`config.mk`:
```
export PLATFORM = sky130hd
export DESIGN_NAME = ps2_move_decoder
export DESIGN_NICKNAME = d
export VERILOG_FILES = /design/src/rtl/ps2_move_decoder.sv
export SDC_FILE = /design/constraint.sdc
export NUM_CORES = 1
export LEC_CHECK = 0
export BUFFER_PORTS_ARGS = -buffer_cell sky130_fd_sc_hd__buf_4
export CAP_MARGIN = 20
export CELL_PAD_IN_SITES_DETAIL_PLACEMENT = 1
export CELL_PAD_IN_SITES_GLOBAL_PLACEMENT = 2
export CORE_ASPECT_RATIO = 0.8
export CORE_MARGIN = 3
export CORE_UTILIZATION = 40
export CTS_BUF_LIST = sky130_fd_sc_hd__clkbuf_16
export CTS_CLUSTER_DIAMETER = 150
export CTS_CLUSTER_SIZE = 16
export DETAILED_ROUTE_END_ITERATION = 7
export HOLD_SLACK_MARGIN = 0.1
export PLACE_DENSITY = 0.86
export SLEW_MARGIN = 25
export SYNTH_ARGS = -nofsm -noshare
export SYNTH_HDL_FRONTEND = slang
export SYNTH_SLANG_ARGS = --single-unit
```
`constraint.sdc`:
```
create_clock -name CLOCK_50 -period 1.95 [get_ports CLOCK_50]
set_clock_uncertainty 0.05 [all_clocks]
set_input_delay 0.39 -clock CLOCK_50 [delete_from_list [all_inputs] [get_ports CLOCK_50]]
set_output_delay 0.39 -clock CLOCK_50 [all_outputs]
set_load 0.02 [all_outputs]
```
`src/rtl/ps2_move_decoder.sv`:
```
// ps2_move_decoder: PS/2 receiver turning arrow-key and S-key makes into one-cycle pulses.
// Define PS2_PARITY_CHECK_EN to drop frames failing odd parity.
module ps2_move_decoder #(
  parameter int TIMEOUT_CYCLES = 50000,
  parameter int SYNC_STAGES    = 2
) (
  input  logic       CLOCK_50,
  input  logic       resetn,
  input  logic       PS2_CLK,
  input  logic       PS2_DAT,
  output logic [3:0] direction,
  output logic       start,
  output logic       frame_err
);
  localparam logic [1:0] IDLE   = 2'd0;
  localparam logic [1:0] DATA   = 2'd1;
  localparam logic [1:0] PARITY = 2'd2;
  localparam logic [1:0] STOP   = 2'd3;
  localparam int TW = $clog2(TIMEOUT_CYCLES + 1);
  localparam logic [TW-1:0] TMAX = TW'(TIMEOUT_CYCLES - 1);
  logic [SYNC_STAGES-1:0] r_clk_sync, r_dat_sync;
  logic          r_clk_prev;
  logic [1:0]    r_state;
  logic [7:0]    r_shift;
  logic [2:0]    r_cnt;
  logic          r_par;
  logic [TW-1:0] r_timer;
  logic          r_ext, r_brk;
  logic [4:0]    r_held;
  logic          w_clk, w_dat, w_fall, w_par_ok, w_good, w_timeout;
  logic [4:0]    w_key, w_new;
  assign w_clk  = r_clk_sync[SYNC_STAGES-1];
  assign w_dat  = r_dat_sync[SYNC_STAGES-1];
  assign w_fall = r_clk_prev & ~w_clk;
`ifdef PS2_PARITY_CHECK_EN
  assign w_par_ok = ^{r_shift, r_par};
`else
  assign w_par_ok = 1'b1;
`endif
  assign w_good    = w_dat & w_par_ok;
  assign w_timeout = (r_state != IDLE) && !w_fall && (r_timer == TMAX);
  // Key slots: [4] S, [3] up, [2] down, [1] left, [0] right; keypad codes lack the E0 prefix
  assign w_key = {~r_ext & (r_shift == 8'h1B),
                  r_ext & (r_shift == 8'h75),
                  r_ext & (r_shift == 8'h72),
                  r_ext & (r_shift == 8'h6B),
                  r_ext & (r_shift == 8'h74)};
  assign w_new = r_brk ? 5'b0 : (w_key & ~r_held);
  always_ff @(posedge CLOCK_50 or negedge resetn) begin
    if (!resetn) begin
      r_clk_sync <= '1;
      r_dat_sync <= '1;
      r_clk_prev <= 1'b1;
      r_state    <= IDLE;
      r_shift    <= '0;
      r_cnt      <= '0;
      r_par      <= 1'b0;
      r_timer    <= '0;
      r_ext      <= 1'b0;
      r_brk      <= 1'b0;
      r_held     <= '0;
      direction  <= '0;
      start      <= 1'b0;
      frame_err  <= 1'b0;
    end else begin
      r_clk_sync <= {r_clk_sync[SYNC_STAGES-2:0], PS2_CLK};
      r_dat_sync <= {r_dat_sync[SYNC_STAGES-2:0], PS2_DAT};
      r_clk_prev <= w_clk;
      direction  <= '0;
      start      <= 1'b0;
      frame_err  <= 1'b0;
      r_timer    <= (r_state == IDLE || w_fall) ? '0 : r_timer + 1'b1;
      if (w_timeout) begin
        r_state   <= IDLE;
        frame_err <= 1'b1;
        r_ext     <= 1'b0;
        r_brk     <= 1'b0;
      end else if (w_fall) begin
        case (r_state)
          IDLE: if (!w_dat) begin
            r_state <= DATA;
            r_cnt   <= '0;
          end
          DATA: begin
            r_shift <= {w_dat, r_shift[7:1]};
            r_cnt   <= r_cnt + 1'b1;
            if (r_cnt == 3'd7) r_state <= PARITY;
          end
          PARITY: begin
            r_par   <= w_dat;
            r_state <= STOP;
          end
          default: begin
            r_state <= IDLE;
            if (!w_good) frame_err <= 1'b1;
            else if (r_shift == 8'hE0) r_ext <= 1'b1;
            else if (r_shift == 8'hF0) r_brk <= 1'b1;
            else begin
              direction <= w_new[3:0];
              start     <= w_new[4];
              r_held    <= r_brk ? (r_held & ~w_key) : (r_held | w_key);
              r_ext     <= 1'b0;
              r_brk     <= 1'b0;
            end
          end
        endcase
      end
    end
  end
endmodule

```
* Word level (Yosys, flattened, before mapping)
Cells that the tools add are included.
** Word-level totals
- Input port bits :: 4
- Output and inout bits :: 6
- Register bits after elaboration :: 47
- Logic and storage cells :: 103
** Operators by class
- $add $sub $neg :: 2
- Reductions and logical operators :: 16
- Bitwise operators :: 17
- Eq/ne operators :: 17
- Mux-type cells :: 38
** Operators with widths (count)
- 8-bit by 7-bit equality test with 1-bit output, second input constant :: 4
- 4-bit two-way mux :: 6
- 1-bit two-way mux :: 22
- 16-bit by 1-bit adder with 16-bit output, second input constant :: 1
- 16-bit equality test, second input constant :: 1
- 8-bit equality test, second input constant :: 2
- 16-bit two-way mux :: 1
- 4-bit AND reduction :: 3
- 5-bit AND :: 2
- 5-bit two-way mux :: 2
- 5-bit NOT :: 2
- 3-bit inequality test, second input constant :: 3
- 8-bit by 5-bit equality test with 1-bit output, second input constant :: 1
- 2-bit two-way mux :: 4
- 2-bit nonzero test :: 4
- 1-bit AND :: 6
- 1-bit NOT :: 6
- 2-bit case mux with 3 select lines :: 1
- 3-bit case mux with 2 select lines :: 1
- 3-bit AND reduction :: 2
- 6-bit AND reduction :: 1
- 5-bit OR :: 1
- 2-bit inequality test, second input constant :: 2
- 3-bit by 1-bit adder with 3-bit output, second input constant :: 1
- other kinds (10) :: 11

* Longest topological paths before layout
Gate-level depths: netlist of run 1.
- Depth in word-level cells :: 10
- Depth in mapped cells :: 6
- Gate-level depth less buffers :: 6

* Worst setup path after synthesis of run 1
OpenSTA, ideal clock, no wires.
- Path type :: reg2reg
- Start point :: register r_state[0]
- End point :: register r_state[0]
- Path buffers :: 1
- Library setup time :: 0.137 ns
- Path slack :: 0.277 ns
- Clock period less this slack :: 1.673 ns
- Arrival :: 1.486 ns
- Stages on the path, launching flop included :: 7
- Required time :: 1.763 ns
- Cells stage by stage :: dfrtp_1 > inv_1 > ha_1 > or2_1 > buf_2 > nor4_4 > o22ai_1
** On the way
- Longest elaborated chain between the ends :: 5
- Elaborated cells on any way between the ends :: 13
- Those cells by class :: eq/ne (4); mux (3); reduce/logical (6)
** Ends and longest elaborated chain
- from (decl) :: line 23 : logic [1:0] r_state;
- from (signal assigned) :: line 54 : r_state <= IDLE;
- from (signal assigned) :: line 74 : r_state <= IDLE;
- from (signal assigned) :: line 81 : r_state <= DATA;
- 2-bit nonzero test :: line 41 : assign w_timeout = (r_state != IDLE) && !w_fall && (r_timer == TMAX);
- 1-bit logical AND (2 in a row) :: line 41
- 3-bit inequality test (no line) or 2-bit nonzero test (tied branches)
- 3-bit AND reduction (no line)
Parallel ways exist; a longest one is shown, timed or not. The select of a mux whose other input is x is not followed.
A chain may end at the register's enable or synchronous reset.

==> summary.txt, run 1 <==
Vias in the first global route -> 1,765
Crit path buf inv count -> 0
1st-pass router iterations -> 4
Ys async rst share -> 100%
Setup Buffers After CTS -> 0
WHS Path Cells -> 1
Max stage delay on crit path -> 0.59 ns
Die Wd -> 88.7 um
Final Max Tran Viols -> 0
Class of the worst hold path -> in -> reg
Root Buffer -> clkbuf_16
Synth Net Count -> 209
Core region area -> 5150 um2
CTS tree -> built
Routed Antenna Nets -> 0
Grt met2 use -> 29.3%
Setup TNS -> 0 ns
Yosys warning total -> 0
Reg2reg setup slack -> 0.19 ns
Dpl cell area -> 2330 um2
Mapped Avg Cell Area -> 11.1 um2
RSZ-0062 raised after global routing -> false
Nets@finish -> 224
Via density -> 5.73
GR Overflow Total -> 0
Met3 GRT Util -> 3.97%
Tcrit/Tclk final -> 90.4%
Worst setup EP type -> register
First-pass GRT wire length -> 8.67 mm
HP Start -> PS2_CLK
FF+latch count, synth -> 47
Final Critical Period -> 1.76 ns
Max Root-Sink Buffers -> 2
Nature of the critical path startpoint -> register
# DRC -> 0
Delay-heaviest family, CP -> simple AND/OR/NAND/NOR gates
Met1 Track Usage GR -> 22.1%
Static leakage -> 1.08 nW
Io pins -> 10
Initial antenna violation count -> 0
Starting DRC count in detailed routing -> 72
Post-layout instance area -> 2480 um2
Global Route Usage Sum -> 17.4%
Slowest-stage cell, CP -> or4b_4
WL per Instance -> 17.8 um
CTS H-tree depth -> 2
Least-Margin Pin Slew -> 0.604 ns
# setup viols final -> 0
Hpwl dp -> 3.46 mm
Post-synth EDFFs -> 0
Die span in y -> 72.2 um
Critical path class -> reg -> reg
Core Util, Final -> 48.1%
Worst-skew pair later-pin latency -> 0.28 ns
Post-CTS resize count -> 0
R2r worst-path depth -> 4
Main synth FF type -> dfrtp_1
Largest net degree at the start of global routing -> 48
Rows -> 23
Most frequent cells in the layout -> dfrtp_1, nor2_1, nand3_1, buf_4, nand2_1
Busiest grt layer -> met2
Num Clock Sinks -> 47
TritonCTS buffer count -> 5
RD Place Congestion -> 0.783
Worst endpoint required time -> 2.11 ns
Sequential share of the synthesized area -> 54.0%
Power per cell area -> 1110 nW/um2
ANT cells -> 0
Max-slew headroom -> 59.8%
PortBufs -> 9
Vias post-DR -> 1,581
Max FO, Critical Path -> 6
Crit path DAT -> 1.92 ns
Min-Delay Endpoint -> r_clk_sync[0]
Synth cell types -> 46
RR Startpoint -> r_shift[2]
Status -> finished clean
Gate Count Post-Synth -> 198
Share of cells above drive strength 1 -> 16.4%
Register clock-pin slew on the reported worst setup and hold paths -> 0.06 ns
Final hold vios -> 0
Mapped Area -> 2190 um2
Leading cell type in the layout, fill and taps excluded -> dfrtp_1
DRT Wirelength -> 4.91 mm
MaxCap Viol Count -> 0
Max frequency -> 567 MHz
Ordered cell list for the critical path -> or4b_4, o31a_1, nand4_1, mux2i_1
Worst VDD drop -> 489 uV
Initial Util -> 42.5%
Die ar. -> 6400 um2
Area growth syn-to-layout -> 13.2%
## synthesized netlist by cell type (all sizes together), types with 4 or more instances
| cell | count | area share, % |
|---|---|---|
| a21oi | 5 | 1.1 |
| ha | 7 | 4.0 |
| mux2 | 7 | 3.6 |
| nand3 | 13 | 3.0 |
| inv | 10 | 1.7 |
| buf | 5 | 1.3 |
| xor2 | 4 | 1.6 |
| nor4 | 6 | 2.7 |
| or3 | 4 | 1.1 |
| o21ai | 7 | 1.6 |
| dfrtp | 42 | 48 |
| nand2 | 12 | 2.1 |
| nor2 | 17 | 2.9 |
| xnor2 | 7 | 2.8 |
| dfstp | 5 | 6.0 |
| nor3 | 6 | 1.4 |
| nand4 | 6 | 1.7 |
## cells by family (layout without fill, tap and decap cells)
logic type                 count (synthesis)  count (layout)  synth area share, %
AOI/OAI and AO/OA                         27              27                 8.52
xor gates and xnor gates                  11              11                 4.40
adders and majority gates                  7               7                 4.00
buffers and inverters                     16              32                 3.20
DFF                                       47              47                 54.0
muxes                                     10              10                 4.97
and+or+nand+nor                           80              80                 20.9
## power by group
group          switching, mW  total (mW)  internal, mW
Sequential             0.180        1.31          1.13
Clock                  0.339       0.800         0.462
Combinational          0.374       0.648         0.274
## area by class of cell
class	instances	area, um2
clock buffer	5	125
tap	62	77.6
sequential	47	1180
fill	565	2670
clock inverter	3	11.3
timing repair buffer	14	108
multi-input combinational	135	936
inverter	10	37.5
## worst register-to-register path, delay by kind of cell (launching register included)
kind	cells	cell delay, ns
AND/OR/NAND/NOR	2	0.72
multiplexers	1	0.18
AO/OA/AOI/OAI	1	0.31
flip-flops	1	0.43
## worst max path at each step
stage	start	to	depth (start not counted)
floorplan	r_state[0]	r_state[0]	6
CTS	r_state[0]	r_state[1]	5
finish	r_shift[2]	register	4
global route	r_state[1]	r_state[0]	6
detailed placement	r_state[0]	r_state[1]	5
global placement	r_state[0]	frame_err	5
## stage by stage
stage	hold WS [ns]	worst slack [ns]	power (mW)	cells
2_1_floorplan	0.0444	0.277	1.74	198
3_3_place_gp	0.297	0.251	1.87	267
3_5_place_dp	0.298	0.123	1.97	267
4_1_cts	0.154	0.0775	2.80	276
5_1_grt	0.155	0.0391	2.94	276
6_report	0.163	0.187	2.76	276
## layer usage
metal  up-vias  part of all wire (%)  routed length, um
met3        12                   2.3                115
met1       802                    44               2180
met4         0                   2.0                 96
li1        744                     -                  -
met2        23                    51               2510
met5         -                     0                  0
## timing repair
item                                   CTS  global route
setup endpoints to repair                0             1
endpoints found under the hold margin   40             0
hold buffers                             1             0
Note: power is estimated with default switching activity, not from simulation.
==> inputs of run 2 (changes only) <==
Settings changed: CORE_ASPECT_RATIO 0.8 to 1.75, CTS_CLUSTER_SIZE 16 to 8.
==> summary.txt, run 2 (synthesis gave the netlist of run 1 again) <==
Class of the worst hold path -> in -> reg
Worst endpoint required time -> 2.09 ns
MaxCap Viol Count -> 0
Vias in the first global route -> 1,719
Max Root-Sink Buffers -> 2
Post-layout instance area -> 2510 um2
TritonCTS buffer count -> 5
DRT Wirelength -> 4.62 mm
Fill count -> 586
Placed cells -> 281
Post-CTS resize count -> 0
Share of cells above drive strength 1 -> 17.6%
WL per Instance -> 15.9 um
Area growth syn-to-layout -> 14.6%
Dpl cell area -> 2360 um2
Largest net degree at the start of global routing -> 48
Register clock-pin slew on the reported worst setup and hold paths -> 0.06 ns
Nets@finish -> 226
Initial antenna violation count -> 0
Die ar. -> 6430 um2
Max-slew headroom -> 61.0%
ANT cells -> 0
Setup TNS -> 0 ns
Crit path DAT -> 2.00 ns
CTS H-tree depth -> 2
Root Buffer -> clkbuf_16
Critical path class -> reg -> reg
Vias post-DR -> 1,562
Final Max Tran Viols -> 0
Least-Margin Pin Slew -> 0.585 ns
First-pass GRT wire length -> 8.29 mm
PortBufs -> 9
Core region area -> 5300 um2
RD Place Congestion -> 0.764
Routed Antenna Nets -> 0
Starting DRC count in detailed routing -> 42
Max FO, Critical Path -> 6
Num Clock Sinks -> 47
Die span in y -> 104 um
Io pins -> 10
Final hold vios -> 0
Leading cell type in the layout, fill and taps excluded -> dfrtp_1
Most frequent cells in the layout -> dfrtp_1, nor2_1, buf_4
Hpwl dp -> 3.26 mm
CTS tree -> built
Smallest setup slack after layout -> 0.0942 ns
Rows -> 35
Die Wd -> 61.9 um
1st-pass router iterations -> 3
Global Route Usage Sum -> 17.3%
GR Overflow Total -> 0
Static leakage -> 1.09 nW
DP Worst Slack -> 0.123 ns
Tcrit/Tclk final -> 95.2%
Via density -> 5.39
Max frequency -> 539 MHz
# setup viols final -> 0
Worst setup EP type -> register
Worst-skew pair later-pin latency -> 0.29 ns
Final Critical Period -> 1.86 ns
Nature of the critical path startpoint -> register
Worst VDD drop -> 422 uV
Power per cell area -> 1100 nW/um2
Initial Util -> 41.3%
Status -> finished clean
Final std cells w/o fill -> 290
Hold_ws -> 0.157 ns
RSZ-0062 raised after global routing -> false
# DRC -> 0
-- run 2: cell count changes in the layout (fill, tap and decap cells not counted) --
| cell | before | now |
|---|---|---|
| clkinv_2 | 0 | 1 |
| clkinv_1 | 2 | 0 |
| buf_4 | 13 | 15 |
| inv_1 | 11 | 12 |
-- run 2: per-stage QoR --
stage          power [mW]  util [%]
2_1_floorplan        1.74         -
4_1_cts              2.80      47.3
3_3_place_gp         1.94      44.6
5_1_grt              2.96      47.3
6_report             2.75      47.3
3_5_place_dp         1.97      44.6
-- run 2: power breakdown --
group	internal [mW]	switching, mW	leakage (nW)	total, mW
sequential	1.13	0.169	0.620	1.30
combinational	0.287	0.356	0.399	0.643
clock	0.463	0.344	0.0762	0.807
total	1.88	0.869	1.09	2.75
-- run 2: final timing paths --
path | from | to | slack [ns] | cells past startpoint
hold / removal | PS2_DAT | r_dat_sync[0] | 0.16 | 1
setup reg to reg | r_shift[2] | register | 0.09 | 4
setup / recovery | r_shift[2] | register | 0.09 | 4
hold reg to reg | r_clk_sync[0] | r_clk_sync[1] | 0.31 | 0
min in group asynchronous | resetn | r_shift[6] | 0.60 | 2
max in group asynchronous | resetn | r_state[1] | 0.85 | 2
-- run 2: cell type report --
class / count / area, um2 / share of cell area [%]
Multi-Input combinational cell: 135 / 936 / 37.3
Tap cell: 74 / 92.6 / 3.69
Clock buffer: 5 / 125 / 4.99
Clock inverter: 3 / 12.5 / 0.499
Timing Repair Buffer: 16 / 123 / 4.89
Sequential cell: 47 / 1180 / 47.1
Inverter: 10 / 37.5 / 1.50
-- run 2: worst max-delay path: stages, from the launching register on --
cell and delay, ns:
dfrtp_1 0.43, or4b_4 0.59, o31a_1 0.32, nand4_1 0.12, mux2i_1 0.25
-- run 2: timing repair --
item | 4_1_cts | 5_1_grt
endpoints found under the hold margin | 42 | 0
setup endpoints to repair | 0 | 0
hold buffers | 1 | 0
setup buffers | 0 | 0
-- run 2: metal layers --
layer,track usage (%),up-vias,routed length [um]
met3,3.37,9,88
li1,-,744,-
met5,0,-,0
met1,19.3,794,1770
met4,7.89,0,127
met2,29.8,15,2630
